`src/rtl/semiauto_executor_if.sv`:
```
// semiauto_executor_if: command/status bundle between the semi-auto decision logic and the executor
interface semiauto_executor_if;
  logic       power;
  logic [1:0] global_state;
  logic [1:0] next_state;
  logic [3:0] next_moving_state;
  logic       around_req;
  logic [1:0] state;
  logic [3:0] moving_state;
  logic       turn_done;
  logic       move_forward_light;
  logic       move_backward_light;
  logic       turn_left_light;
  logic       turn_right_light;
  modport master (
    output power, global_state, next_state, next_moving_state, around_req,
    input  state, moving_state, turn_done,
    input  move_forward_light, move_backward_light, turn_left_light, turn_right_light
  );
  modport slave (
    input  power, global_state, next_state, next_moving_state, around_req,
    output state, moving_state, turn_done,
    output move_forward_light, move_backward_light, turn_left_light, turn_right_light
  );
endinterface

```
`src/rtl/semiauto_executor.sv`:
```
// semiauto_executor: registers semi-auto state/motion commands and times turns with a blinking indicator
module semiauto_executor #(
  parameter int CLK_HZ       = 100_000_000,
  parameter int TICK_MS      = 20,
  parameter int TURN_TICKS   = 45,
  parameter int AROUND_TICKS = 90,
  parameter int BLINK_TICKS  = 25
) (
  input logic                sys_clk,
  input logic                rst,
  semiauto_executor_if.slave bus
);
  localparam int TICK_CYCLES = CLK_HZ / 1000 * TICK_MS;
  localparam int PW = TICK_CYCLES > 1 ? $clog2(TICK_CYCLES) : 1;
  localparam logic [PW-1:0] TICK_LAST = PW'(TICK_CYCLES - 1);
  localparam logic [3:0] STOP = 4'b0000, FWD = 4'b0001, BACK = 4'b0010, LEFT = 4'b0100, RIGHT = 4'b1000;
  typedef enum logic [1:0] {FORWARD = 2'b00, WAIT = 2'b01, TURN = 2'b10, COOL = 2'b11} state_t;
  state_t      st;
  logic [3:0]  mv;
  logic [PW-1:0] presc;
  logic [10:0] turn_cnt, turn_len, blink_cnt;
  logic        phase;
  logic        enable, tick, in_turn, valid_dir, last_tick, blink_wrap;
  assign enable     = bus.power & (bus.global_state == 2'b01 | bus.global_state == 2'b10);
  assign tick       = presc == TICK_LAST;
  assign in_turn    = st == TURN;
  assign valid_dir  = bus.next_moving_state == LEFT | bus.next_moving_state == RIGHT;
  assign last_tick  = tick & ({1'b0, turn_cnt} + 12'd1 >= {1'b0, turn_len});
  assign blink_wrap = {1'b0, blink_cnt} + 12'd1 >= 12'(BLINK_TICKS);
  assign bus.state               = st;
  assign bus.moving_state        = mv;
  assign bus.turn_done           = enable & in_turn & last_tick;
  assign bus.move_forward_light  = enable & mv == FWD;
  assign bus.move_backward_light = enable & mv == BACK;
  assign bus.turn_left_light     = enable & in_turn & mv == LEFT & phase;
  assign bus.turn_right_light    = enable & in_turn & mv == RIGHT & phase;
  always_ff @(posedge sys_clk or negedge rst) begin
    if (!rst) begin
      st        <= WAIT;
      mv        <= STOP;
      presc     <= '0;
      turn_cnt  <= '0;
      turn_len  <= '0;
      blink_cnt <= '0;
      phase     <= 1'b0;
    end else if (!enable) begin
      st        <= WAIT;
      mv        <= STOP;
      presc     <= '0;
      turn_cnt  <= '0;
      blink_cnt <= '0;
      phase     <= 1'b0;
    end else begin
      presc <= tick ? '0 : presc + 1'b1;
      if (in_turn) begin
        if (tick) begin
          turn_cnt  <= &turn_cnt ? turn_cnt : turn_cnt + 11'd1;
          blink_cnt <= blink_wrap ? '0 : (&blink_cnt ? blink_cnt : blink_cnt + 11'd1);
          phase     <= phase ^ blink_wrap;
          if (last_tick) begin
            st <= WAIT;
            mv <= STOP;
          end
        end
      end else if (bus.next_state == TURN) begin
        // only a left/right motion can start a turn; anything else parks the car
        st <= valid_dir ? TURN : WAIT;
        mv <= valid_dir ? bus.next_moving_state : STOP;
        if (valid_dir) begin
          turn_len  <= bus.around_req ? 11'(AROUND_TICKS) : 11'(TURN_TICKS);
          presc     <= '0;
          turn_cnt  <= '0;
          blink_cnt <= '0;
          phase     <= 1'b1;
        end
      end else begin
        st <= state_t'(bus.next_state);
        mv <= bus.next_moving_state;
      end
    end
  end
endmodule

```
`src/flat_wrapper.sv`:
```
// flat-port wrapper written by rule: the top's interface ports become plain ports
module semiauto_executor_flat 
#(
  parameter int CLK_HZ       = 100_000_000,
  parameter int TICK_MS      = 20,
  parameter int TURN_TICKS   = 45,
  parameter int AROUND_TICKS = 90,
  parameter int BLINK_TICKS  = 25
)
  (sys_clk, rst, bus_power, bus_global_state, bus_next_state, bus_next_moving_state, bus_around_req, bus_state, bus_moving_state, bus_turn_done, bus_move_forward_light, bus_move_backward_light, bus_turn_left_light, bus_turn_right_light);
  semiauto_executor_if bus_i ();
  input logic sys_clk;
  input logic rst;
  input wire logic [$bits(bus_i.power)-1:0] bus_power;
  input wire logic [$bits(bus_i.global_state)-1:0] bus_global_state;
  input wire logic [$bits(bus_i.next_state)-1:0] bus_next_state;
  input wire logic [$bits(bus_i.next_moving_state)-1:0] bus_next_moving_state;
  input wire logic [$bits(bus_i.around_req)-1:0] bus_around_req;
  output wire logic [$bits(bus_i.state)-1:0] bus_state;
  output wire logic [$bits(bus_i.moving_state)-1:0] bus_moving_state;
  output wire logic [$bits(bus_i.turn_done)-1:0] bus_turn_done;
  output wire logic [$bits(bus_i.move_forward_light)-1:0] bus_move_forward_light;
  output wire logic [$bits(bus_i.move_backward_light)-1:0] bus_move_backward_light;
  output wire logic [$bits(bus_i.turn_left_light)-1:0] bus_turn_left_light;
  output wire logic [$bits(bus_i.turn_right_light)-1:0] bus_turn_right_light;
  assign bus_i.power = bus_power;
  assign bus_i.global_state = bus_global_state;
  assign bus_i.next_state = bus_next_state;
  assign bus_i.next_moving_state = bus_next_moving_state;
  assign bus_i.around_req = bus_around_req;
  assign bus_state = bus_i.state;
  assign bus_moving_state = bus_i.moving_state;
  assign bus_turn_done = bus_i.turn_done;
  assign bus_move_forward_light = bus_i.move_forward_light;
  assign bus_move_backward_light = bus_i.move_backward_light;
  assign bus_turn_left_light = bus_i.turn_left_light;
  assign bus_turn_right_light = bus_i.turn_right_light;
  semiauto_executor #(.CLK_HZ(CLK_HZ), .TICK_MS(TICK_MS), .TURN_TICKS(TURN_TICKS), .AROUND_TICKS(AROUND_TICKS), .BLINK_TICKS(BLINK_TICKS)) u_core (.sys_clk(sys_clk), .rst(rst), .bus(bus_i));
endmodule
```
`config.mk`:
```
export PLATFORM = sky130hd
export DESIGN_NAME = semiauto_executor_flat
export DESIGN_NICKNAME = d
export VERILOG_FILES = /design/src/rtl/semiauto_executor_if.sv /design/src/rtl/semiauto_executor.sv /design/src/flat_wrapper.sv
export SDC_FILE = /design/constraint.sdc
export NUM_CORES = 1
export LEC_CHECK = 0
export ABC_AREA = 1
export ABC_CLOCK_PERIOD_IN_PS = 2650
export CAP_MARGIN = 20
export CORE_MARGIN = 2
export CORE_UTILIZATION = 35
export CTS_CLUSTER_SIZE = 20
export DETAILED_ROUTE_END_ITERATION = 12
export GPL_TIMING_DRIVEN = 0
export REMOVE_ABC_BUFFERS = 1
export SKIP_CTS_REPAIR_TIMING = 1
export SLEW_MARGIN = 20
export SYNTH_ARGS = -nofsm -noshare
export SYNTH_HDL_FRONTEND = slang
export SYNTH_SLANG_ARGS = --single-unit
```
`constraint.sdc`:
```
create_clock -name sys_clk -period 2.65 [get_ports sys_clk]
set_input_delay 0.6625 -clock sys_clk [delete_from_list [all_inputs] [get_ports sys_clk]]
set_output_delay 0.6625 -clock sys_clk [all_outputs]
set_load 0.05 [all_outputs]
```
==> out/metrics.yaml, run 1 <==
run_status: "finished, violations left"
violations: "setup timing"
global_route.usage.met1_pct: 18.7
tightestPinTransition_ns: 0.677
yosysUniqueCellTypes: 36
cts_buffer_count: 5
detail_route.wl_per_cell_um: 11.9
port_buffers: 22
timing.critical_path.to_type: "primary output"
grt_usage_pct: 14.5
grt_pass1_wl_um: 11800
floorplan.core_area_um2: 8760
critical-path-top-cell-by-count: "nand2_1"
drt-initial-drc-count: 90
drt-pass1-iter-count: 4
cp-start-kind: "register"
yosys_warnings: 0
critical_path.max_stage_delay_ns: 0.46
crit_slowest_cell: "dfrtp_2"
timing.critical_path.from: "u_core.turn_cnt[0]"
routed_wl_um: 6780
routabilityCongestion: 0.858
syn-mean-instance-area_um2: 7.41
fillCellCount: 918
regToRegEndpoint: "u_core.turn_cnt[0]"
worst_r2r_startpoint: "u_core.presc[0]"
crit_path_cell_trace: "ha_4 > nand2_4 > inv_2 > nand2_2 > xor2_2 > inv_1 > ha_1 > nand2_1 > inv_1 > nand2_1 > nand3_1 > nand2_1 > nand3_2 > nand2_4 > nor2_4 > buf_8"
cp_data_required_time_ns: 1.99
clock_tree_from_tritoncts: "done"
power_frac_seq_pct: 57.8
grt_antenna_before_repair: 0
grt_max_degree: 54
fin_hold_ws_ns: 0.383
achievable-frequency_mhz: 337
netlist_area_um2: 3180
vias_per_cell: 4.82
total_via_count_in_the_routed_design: 2752
layout.cells.non_filler: 571
drt.antenna.violating_nets: 0
finalCritPeriodShare_pct: 112
power.internal_mw: 1.06
synth-seq-area-share_pct: 41.8
power_switching_share_pct: 26.6
path_clk_slew_ns: 0.10
timing_hold_violations_final: 0
detail_route.drc_violations: 0
data_arrival_at_the_endpoint_of_the_critical_path_ns: 2.30
met2_resource_use_gr_pct: 25.4
num_antenna_cells: 0
worstRegToRegCells: 10
power_leakage_nw: 1.87
combPwrFrac_pct: 10.6
final_layout_size_suffix_gt1_share_pct: 12.5
cap_violations: 0
report.final.slew_viol_count: 0
layout_setup_ws_ns: -0.317
cts.htree.levels: 2
flow.area_growth_from_synthesis_pct: 18.7
die_height_um: 99.3
synth.ff_latch_count: 53
fin_crit_ns: 2.97
worst_clock_skew_ns: 0.00448
grt.overflow.total: 0
critical_path_peak_fanout: 5
first_global_vias: 2662
floorplan.io_pins: 23
report.final.setup_viol: 1
post_synth_inst_count: 429
globalRoute.busiestLayer: "met2"
timing.hold.worst.class: "primary input to async pin"
die_area_um2: 9860
die_w_um: 99.3
r2r_setup_slack_ns: 0.48
critPathKind: "register to primary output"
termination_of_the_worst_setup_path: "bus_turn_done"
grtUsageMet3_pct: 2.53
worst_slew_margin_rel_pct: 54.9
cts-root-buf: "clkbuf_8"
ir_drop_mv: 0.237
fin_nets: 486
switching_power_uw: 386
power-per-cell-area_nw_per_um2: 384
initial_cell_density_of_the_core_pct: 36.3
floorplan.rows: 34
rsz0062_at_grt: "yes"
clkSinkCount: 53
p_clk_share_pct: 31.6
clock_insertion_delay_worst_skew_ns: 0.31
numPlacedInstances: 554
detailedPlacementHpwl_um: 4960
cts_max_path_buffers: 2
[cells in the mapped netlist]
master	n	area, um^2
a21oi_1	12	60.1
a31oi_1	1	6.26
buf_2	1	5.00
buf_4	2	15.0
buf_6	1	11.3
clkbuf_1	1	3.75
clkinv_1	1	3.75
clkinv_2	1	5.00
dfrtp_1	52	1300
dfstp_2	1	26.3
ha_1	12	150
inv_1	61	229
inv_2	2	7.51
nand2_1	119	447
nand2_2	3	18.8
nand3_1	34	170
nand3_4	1	17.5
nand3b_1	4	30.0
nand4_1	14	87.6
nand4_2	1	12.5
nor2_1	45	169
nor2_2	6	37.5
nor2_4	1	11.3
nor3_1	7	35.0
nor3_2	2	20.0
nor3_4	1	16.3
nor3b_1	2	15.0
nor4_1	5	31.3
o21a_1	3	22.5
o21ai_0	11	55.1
o21ai_1	6	30.0
o21bai_1	4	30.0
or2_1	1	6.26
or2_2	2	12.5
xnor2_1	3	26.3
xor2_1	6	52.6
[final cells by class]
class / instances / area [um^2] / share of cell area [%]
well taps: 108 / 135 / 3.58
clock buffers: 6 / 72.6 / 1.92
clock inverters: 2 / 15.0 / 0.398
flip-flops and latches: 53 / 1330 / 35.2
inverters: 65 / 251 / 6.67
multi-input cells: 306 / 1670 / 44.4
repair buffers: 31 / 295 / 7.83
[stage by stage]
step                util [%]  cell area [um^2]  power (mW)  setup slack (ns)  setup TNS [ns]
finish                  43.0              3770        1.45            -0.317          -0.317
global route            43.0              3770        1.52            -0.501          -0.721
CTS                     40.9              3580        1.46             -1.39           -8.83
detailed placement      39.9              3500        1.00             -1.40          -13.76
global placement        39.9              3500       0.999             -1.36          -52.29
floorplan                  -              3140       0.936            -0.570           -2.40
[per-layer routing]
layer  vias up  wire length (um)
met1      1275              3170
li1       1437                 -
met5         -                 0
met4         0                59
met3         6               161
met2        34              3390
[power groups by stage]
stage | clock, mW | combinational [mW] | sequential (mW)
floorplan | 0 | 0.0721 | 0.864
global placement | 0 | 0.146 | 0.853
detailed placement | 0 | 0.150 | 0.854
CTS | 0.476 | 0.150 | 0.838
global route | 0.504 | 0.176 | 0.840
finish | 0.457 | 0.154 | 0.838
[cells by family after synthesis]
group | count (synthesis) | synth area share [%]
adder cells (fa/ha/maj) | 12 | 4.72
buffers and inverters | 70 | 8.82
AND/OR/NAND/NOR | 248 | 35.8
AO/OA/AOI/OAI | 37 | 6.42
flip-flops | 53 | 41.8
XOR/XNOR | 9 | 2.48
[sequential cells by signal, summed over array words and instances (netlist names)]
register / flops
u_core.bus.moving_state: 4
u_core.bus.state: 2
u_core.phase: 1
u_core.turn_cnt: 11
u_core.presc: 21
u_core.blink_cnt: 11
u_core.turn_len: 3
[worst min path at each step]
| stage | from | slack (ns) | cells after the start | endpoint |
|---|---|---|---|---|
| final | rst | 0.38 | 1 | u_core.blink_cnt[6] |
| after CTS | rst | 0.42 | 1 | u_core.blink_cnt[7] |
| after global routing | rst | 0.44 | 1 | u_core.bus.moving_state[3] |
| after global placement | u_core.turn_len[3] | 0.45 | 2 | u_core.turn_len[3] |
| after detailed placement | u_core.presc[0] | 0.46 | 1 | u_core.presc[0] |
| after floorplan | rst | 0.37 | 0 | u_core.blink_cnt[0] |
[critical path, delay by kind of cell, from the launching register on]
kind | cells | cell delay [ns]
xor+xnor | 1 | 0.17
fa+ha+maj | 2 | 0.44
buf+inv | 4 | 0.30
flops | 1 | 0.46
simple gates | 9 | 0.63
[cell usage in the layout, fill, tap and decap left out, types with 2 or more instances in the layout]
cell type,instances
clkbuf_8,5
nor3b_1,2
o21a_1,3
nor2_1,43
nor4_1,5
a21oi_1,12
o21ai_0,11
nor3_4,2
nand2_4,2
inv_2,2
nor2_2,3
nand3_1,32
nand4_1,14
dfrtp_1,51
or2_2,2
nor3_2,2
o21bai_1,4
nand2_1,115
clkdlybuf4s50_1,13
clkbuf_2,2
xnor2_1,2
dlymetal6s2s_1,4
buf_4,9
nor3_1,6
nand2_2,5
o21ai_1,5
nand3b_1,4
buf_6,2
inv_1,59
nand3_2,2
nor2_4,6
xor2_1,5
clkinvlp_4,3
ha_1,11
(Power assumes the default switching activity.)
==> run 2: changes to the inputs <==
Settings changed: ABC_CLOCK_PERIOD_IN_PS 2650 to 3500.
Clock period 2.65 ns to 3.5 ns, I/O delays scaled along.
==> run 2 against run 1 <==
Compared with the run above:
- the run now ends clean
- global-route usage unchanged
- largest power group unchanged
- cell count down 1.1%
- first-iteration DRC count up 13%
- final area shrank 3.6%
- via count shrank 0.58%
- combinational power shrank 27%
- sequential share of layout area grew 1.3 points
- die area unchanged
==> out/metrics.yaml, run 2 (synthesis gave the netlist of run 1 again) <==
run_status: "finished clean"
power-per-cell-area_nw_per_um2: 300  # -22%
total_via_count_in_the_routed_design: 2736  # -0.58%
grt_antenna_before_repair: 0  # unchanged
floorplan.rows: 34  # unchanged
drt-initial-drc-count: 102  # +13%
vias_per_cell: 4.84  # +0.47%
ir_drop_mv: 0.182  # -23%
grt_max_degree: 54  # unchanged
r2r_setup_slack_ns: 0.85  # +0.37 ns
worstHoldPathCells: 1
final_layout_size_suffix_gt1_share_pct: 8.32  # -4.2 points
report.final.setup_viol: 0  # -1
cts-root-buf: "clkbuf_8"
detailedPlacementHpwl_um: 4960  # unchanged
timing_hold_violations_final: 0  # unchanged
timing.critical_path.to_type: "primary output"
fin_crit_ns: 3.41
grt_pass1_wl_um: 11800  # unchanged
die_w_um: 99.3  # unchanged
finalCritPeriodShare_pct: 97.5
timing.hold.worst.class: "register to register"
reg.largest.list: "u_core.presc: 21 flops, u_core.blink_cnt: 11 flops, u_core.turn_cnt: 11 flops"
grt_usage_pct: 14.5  # unchanged
routed_wl_um: 6700  # -1.2%
critical-path-top-cell-by-count: "nor2_1"
cap_violations: 0  # unchanged
flow.area_growth_from_synthesis_pct: 14.4
tightestPinTransition_ns: 0.814  # +0.137 ns
clock_tree_from_tritoncts: "done"
rsz0062_at_grt: "yes"
floorplan.io_pins: 23  # unchanged
fin_hold_ws_ns: 0.466  # +0.0833 ns
die_area_um2: 9860  # unchanged
critical_path.n_buffers_inverters: 4  # unchanged
drt.antenna.violating_nets: 0  # unchanged
crit_path_cell_trace: "clkdlybuf4s50_1 > nor2_1 > nor2_1 > inv_2 > nor2_4 > inv_1 > nor3_1 > buf_2"
data_arrival_at_the_endpoint_of_the_critical_path_ns: 2.54  # +0.24 ns
floorplan.core_area_um2: 8760  # unchanged
num_antenna_cells: 0  # unchanged
first_global_vias: 2662  # unchanged
report.final.slew_viol_count: 0  # unchanged
detail_route.drc_violations: 0  # unchanged
path_clk_slew_ns: 0.10  # about the same
drt-pass1-iter-count: 4  # unchanged
hold_path_origin: "u_core.presc[0]"
final.setup.tns_ns: 0  # +0.317 ns
detail_route.wl_per_cell_um: 11.9  # -0.10%
achievable-frequency_mhz: 293
worst_clock_skew_ns: 0.00521  # +0.000737 ns
cp_data_required_time_ns: 2.62  # +0.63 ns
final_common_cell: "nand2_1"
cts.htree.levels: 2  # unchanged
flip_flop_count_of_the_largest_register_after_layout: 21  # unchanged
critPathKind: "primary input to primary output"
grt.overflow.total: 0  # unchanged
critical_path_peak_fanout: 6  # +1
most-common-layout-cells: "119 x nand2_1, 61 x inv_1, 51 x dfrtp_1"
die_height_um: 99.3  # unchanged
crit_slowest_cell: "clkdlybuf4s50_1"
registers.top_by_ff_count: "u_core.presc"
clkSinkCount: 53  # unchanged
worst_slew_margin_rel_pct: 45.4  # -9.5 points
regToRegEndpoint: "u_core.turn_cnt[0]"
timing.critical_path.max_delay_family: "buffers and inverters"
clock_insertion_delay_worst_skew_ns: 0.31  # about the same
routabilityCongestion: 0.858  # unchanged
cts_max_path_buffers: 2  # unchanged
fin_nets: 480  # -1.2%
cp-start-kind: "primary input"
worst_r2r_startpoint: "u_core.presc[0]"
cts_buffer_count: 5  # unchanged
min_delay_worst_endpoint: "u_core.presc[0]"
power_leakage_nw: 1.79  # -4.5%
worstRegToRegCells: 10  # unchanged
port_buffers: 22  # unchanged
initial_cell_density_of_the_core_pct: 36.3  # unchanged
critical_path.max_stage_delay_ns: 0.48  # +0.02 ns
-- run 2: cell count changes in the layout (fill, tap and decap cells not counted), sizes merged --
cell           before  now
clkbuf              8    7
clkdlybuf4s50      13   16
buf                12    6
dlymetal6s2s        4    2
inv                62   63
clkinvlp            3    2
-- run 2: per-layer routing --
layer / GRT usage, % / routed length, um
met4: 3.58 / 59
met1: 18.7 / 3130
met2: 25.4 / 3350
met5: 0 / 0
met3: 2.53 / 163
-- run 2: worst max path at each step --
stage,slack (ns),startpoint,endpoint,cells after the start
2_1_floorplan,-0.15,bus_global_state[1],bus_turn_left_light,7
3_3_place_gp,-0.94,bus_global_state[0],bus_turn_done,8
3_5_place_dp,-0.97,bus_global_state[0],bus_turn_done,8
4_1_cts,-0.96,bus_global_state[0],bus_turn_done,8
5_1_grt,-0.05,u_core.turn_cnt[0],bus_turn_done,16
6_report,0.09,bus_global_state[0],bus_turn_right_light,8
-- run 2: per-stage QoR --
stage	instance area, um^2	instances	total power [mW]	utilization (%)	setup WS, ns
2_1_floorplan	3140	424	0.709	-	-0.145
3_3_place_gp	3500	554	0.756	39.9	-0.937
3_5_place_dp	3500	554	0.760	39.9	-0.971
4_1_cts	3580	562	1.11	40.9	-0.964
5_1_grt	3630	565	1.15	41.5	-0.0518
6_report	3630	565	1.09	41.5	0.0862
-- run 2: cell type report --
class                      instances  area, um^2
multi-input combinational        306        1600
timing repair buffer              25         243
sequential                        53        1330
clock inverter                     2        15.0
tap                              108         135
clock buffer                       6        72.6
fill                             922        5130
inverter                          65         245
-- run 2: power by group --
| group | internal (mW) | switching (mW) | leakage (nW) |
|---|---|---|---|
| logic | 0.0379 | 0.0742 | 1.03 |
| registers | 0.624 | 0.00999 | 0.721 |
| clock network | 0.141 | 0.204 | 0.0374 |
==> RTL change: new RTL, config.mk and constraints of run 1 <==
`AROUND_TICKS` is set to 90 in 2 places; all go to 45.
--- a/src/rtl/semiauto_executor.sv
+++ b/src/rtl/semiauto_executor.sv
@@ -5,3 +5,3 @@
   parameter int TURN_TICKS   = 45,
-  parameter int AROUND_TICKS = 90,
+  parameter int AROUND_TICKS = 45,
   parameter int BLINK_TICKS  = 25
--- a/src/flat_wrapper.sv
+++ b/src/flat_wrapper.sv
@@ -6,3 +6,3 @@
   parameter int TURN_TICKS   = 45,
-  parameter int AROUND_TICKS = 90,
+  parameter int AROUND_TICKS = 45,
   parameter int BLINK_TICKS  = 25
Formal check against the unedited RTL: no difference found for any inputs over 10 cycles, from zero or initial values and one cycle with rst low; that may be too few to reach the edited logic, so the function may still have changed.
==> RTL change against run 1 <==
Critical path depth decreased by 3. Via count rose by 2.5%. Setup slack better by 78 ps. Routed wire length rose by 1.8%. Synthesized area grew 6.1%. Sequential cell count decreased by 2. The run still ends with negative setup slack left. Design area grew 5.4%. Power grew 2.9%.
==> RTL change: results (changes against run 1) <==
layout cell share with drive strength beyond 1=22.80% (+10 points); Place WS=-1033 ps (+363.2 ps); clock-pin slew on the worst setup and hold paths=100 ps (about the same); Vias=2820 (+2.5%); status=complete, but fails checks; via-per-instance ratio=4.646 (-3.6%); setup tns final=-239.2 ps (+77.56 ps); first-pass iteration count of the detailed router=4 (unchanged); synth cell count leaders=111 x nand2_1, 55 x inv_1, 50 x dfrtp_1; Detailed Place HPWL=5062 um (+2.1%); Crit-path slowest cell=dfrtp_2; Die Wd=102.2 um (+2.9%); Yosys warnings=0 (unchanged); clock-cell share of area=2.959% (+0.64 points); R2R Setup Slk=450 ps (-30 ps); P_leak=1.880 nW (+0.34%); RD Place Congestion=0.8471 (-1.3%); sequential share of the synthesized area=37.88% (-3.9 points); largest net degree at the start of global routing=52 (-3.7%); PortBufs=21 (-4.5%); Layout Nets=498 (+2.5%); Setup-failing EPs final=1 (unchanged); failing checks=negative setup slack; multi-input combinational cell count=323 (+5.6%); Cells after Synth=444 (+3.5%); storage element area=0.001282 sq mm (-3.5%); placed insts=589 (+6.3%); post-route setup slack=-239.2 ps (+77.56 ps); r2r endpoint=u_core.presc[15]; Non-clk bufs=31 (unchanged); multi-input combinational cell area=0.001871 sq mm (+12%); Routed WL per cell=11.38 um (-4.2%); CP Max Fanout=6 (+1); FFs & Latches=51 (-3.8%); Clock Skews=11.51 ps (+7.036 ps); Worst setup endpoint=bus_turn_done; Critical path origin=u_core.turn_cnt[0]; crit-path max cell delay=490 ps (+30 ps); Clock Path Buffers=2 (unchanged); iteration-0 DRC count of the detailed router=137 (+52%); Hold WS=346.3 ps (-36.88 ps); Signal buf overhead=7.365% (-0.46 points); DP Area=0.003699 sq mm (+5.8%); fill cell count=934 (+1.7%); maximum VDD drop=0.0002245 V (-5.2%); Unique masters post-synth=37 (+2.8%); Rel. slew slack=56.14% (+1.3 points); vias in the first global route=2659 (-0.11%); largest cells by area after synthesis=dfrtp_1 37%, nand2_1 12%, inv_1 6.1%; Arr. time, crit path=2230 ps (-70 ps); global-route wire length before repair=12040 um (+1.9%); design area=0.003975 sq mm (+5.4%); total track usage=14.45% (-0.088 points)
[RTL change: cell types whose count changed in the layout (fill, tap and decap cells not counted), sizes merged, moves of 5 or more]
cell,run 1,this run
a21oi,12,6
nand2,122,129
nor2,52,66
nor3,10,15
o21ai,17,23
[RTL change: cell families after synthesis]
logic type	after synthesis	share of synthesized area [%]
XOR/XNOR	10	2.598
AO/OA/AOI/OAI	34	6.828
buffers and inverters	70	8.534
adder cells (fa/ha/maj)	9	3.340
flip-flops	51	37.89
AND/OR/NAND/NOR	270	40.82
[RTL change: power by group]
| group | switching (W) | internal [W] |
|---|---|---|
| clock | 0.000262 | 0.000306 |
| combinational | 0.0000896 | 0.0000381 |
| sequential | 0.00000869 | 0.000786 |
| total | 0.000360 | 0.00113 |
[RTL change: layer usage]
layer / share of wire, % / vias to the layer above / GRT usage [%]
met2: 48 / 26 / 23.99
met3: 1.7 / 5 / 2.052
li1: - / 1480 / -
met5: 0 / - / 0
met1: 49 / 1309 / 19.41
met4: 1.3 / 0 / 4.923
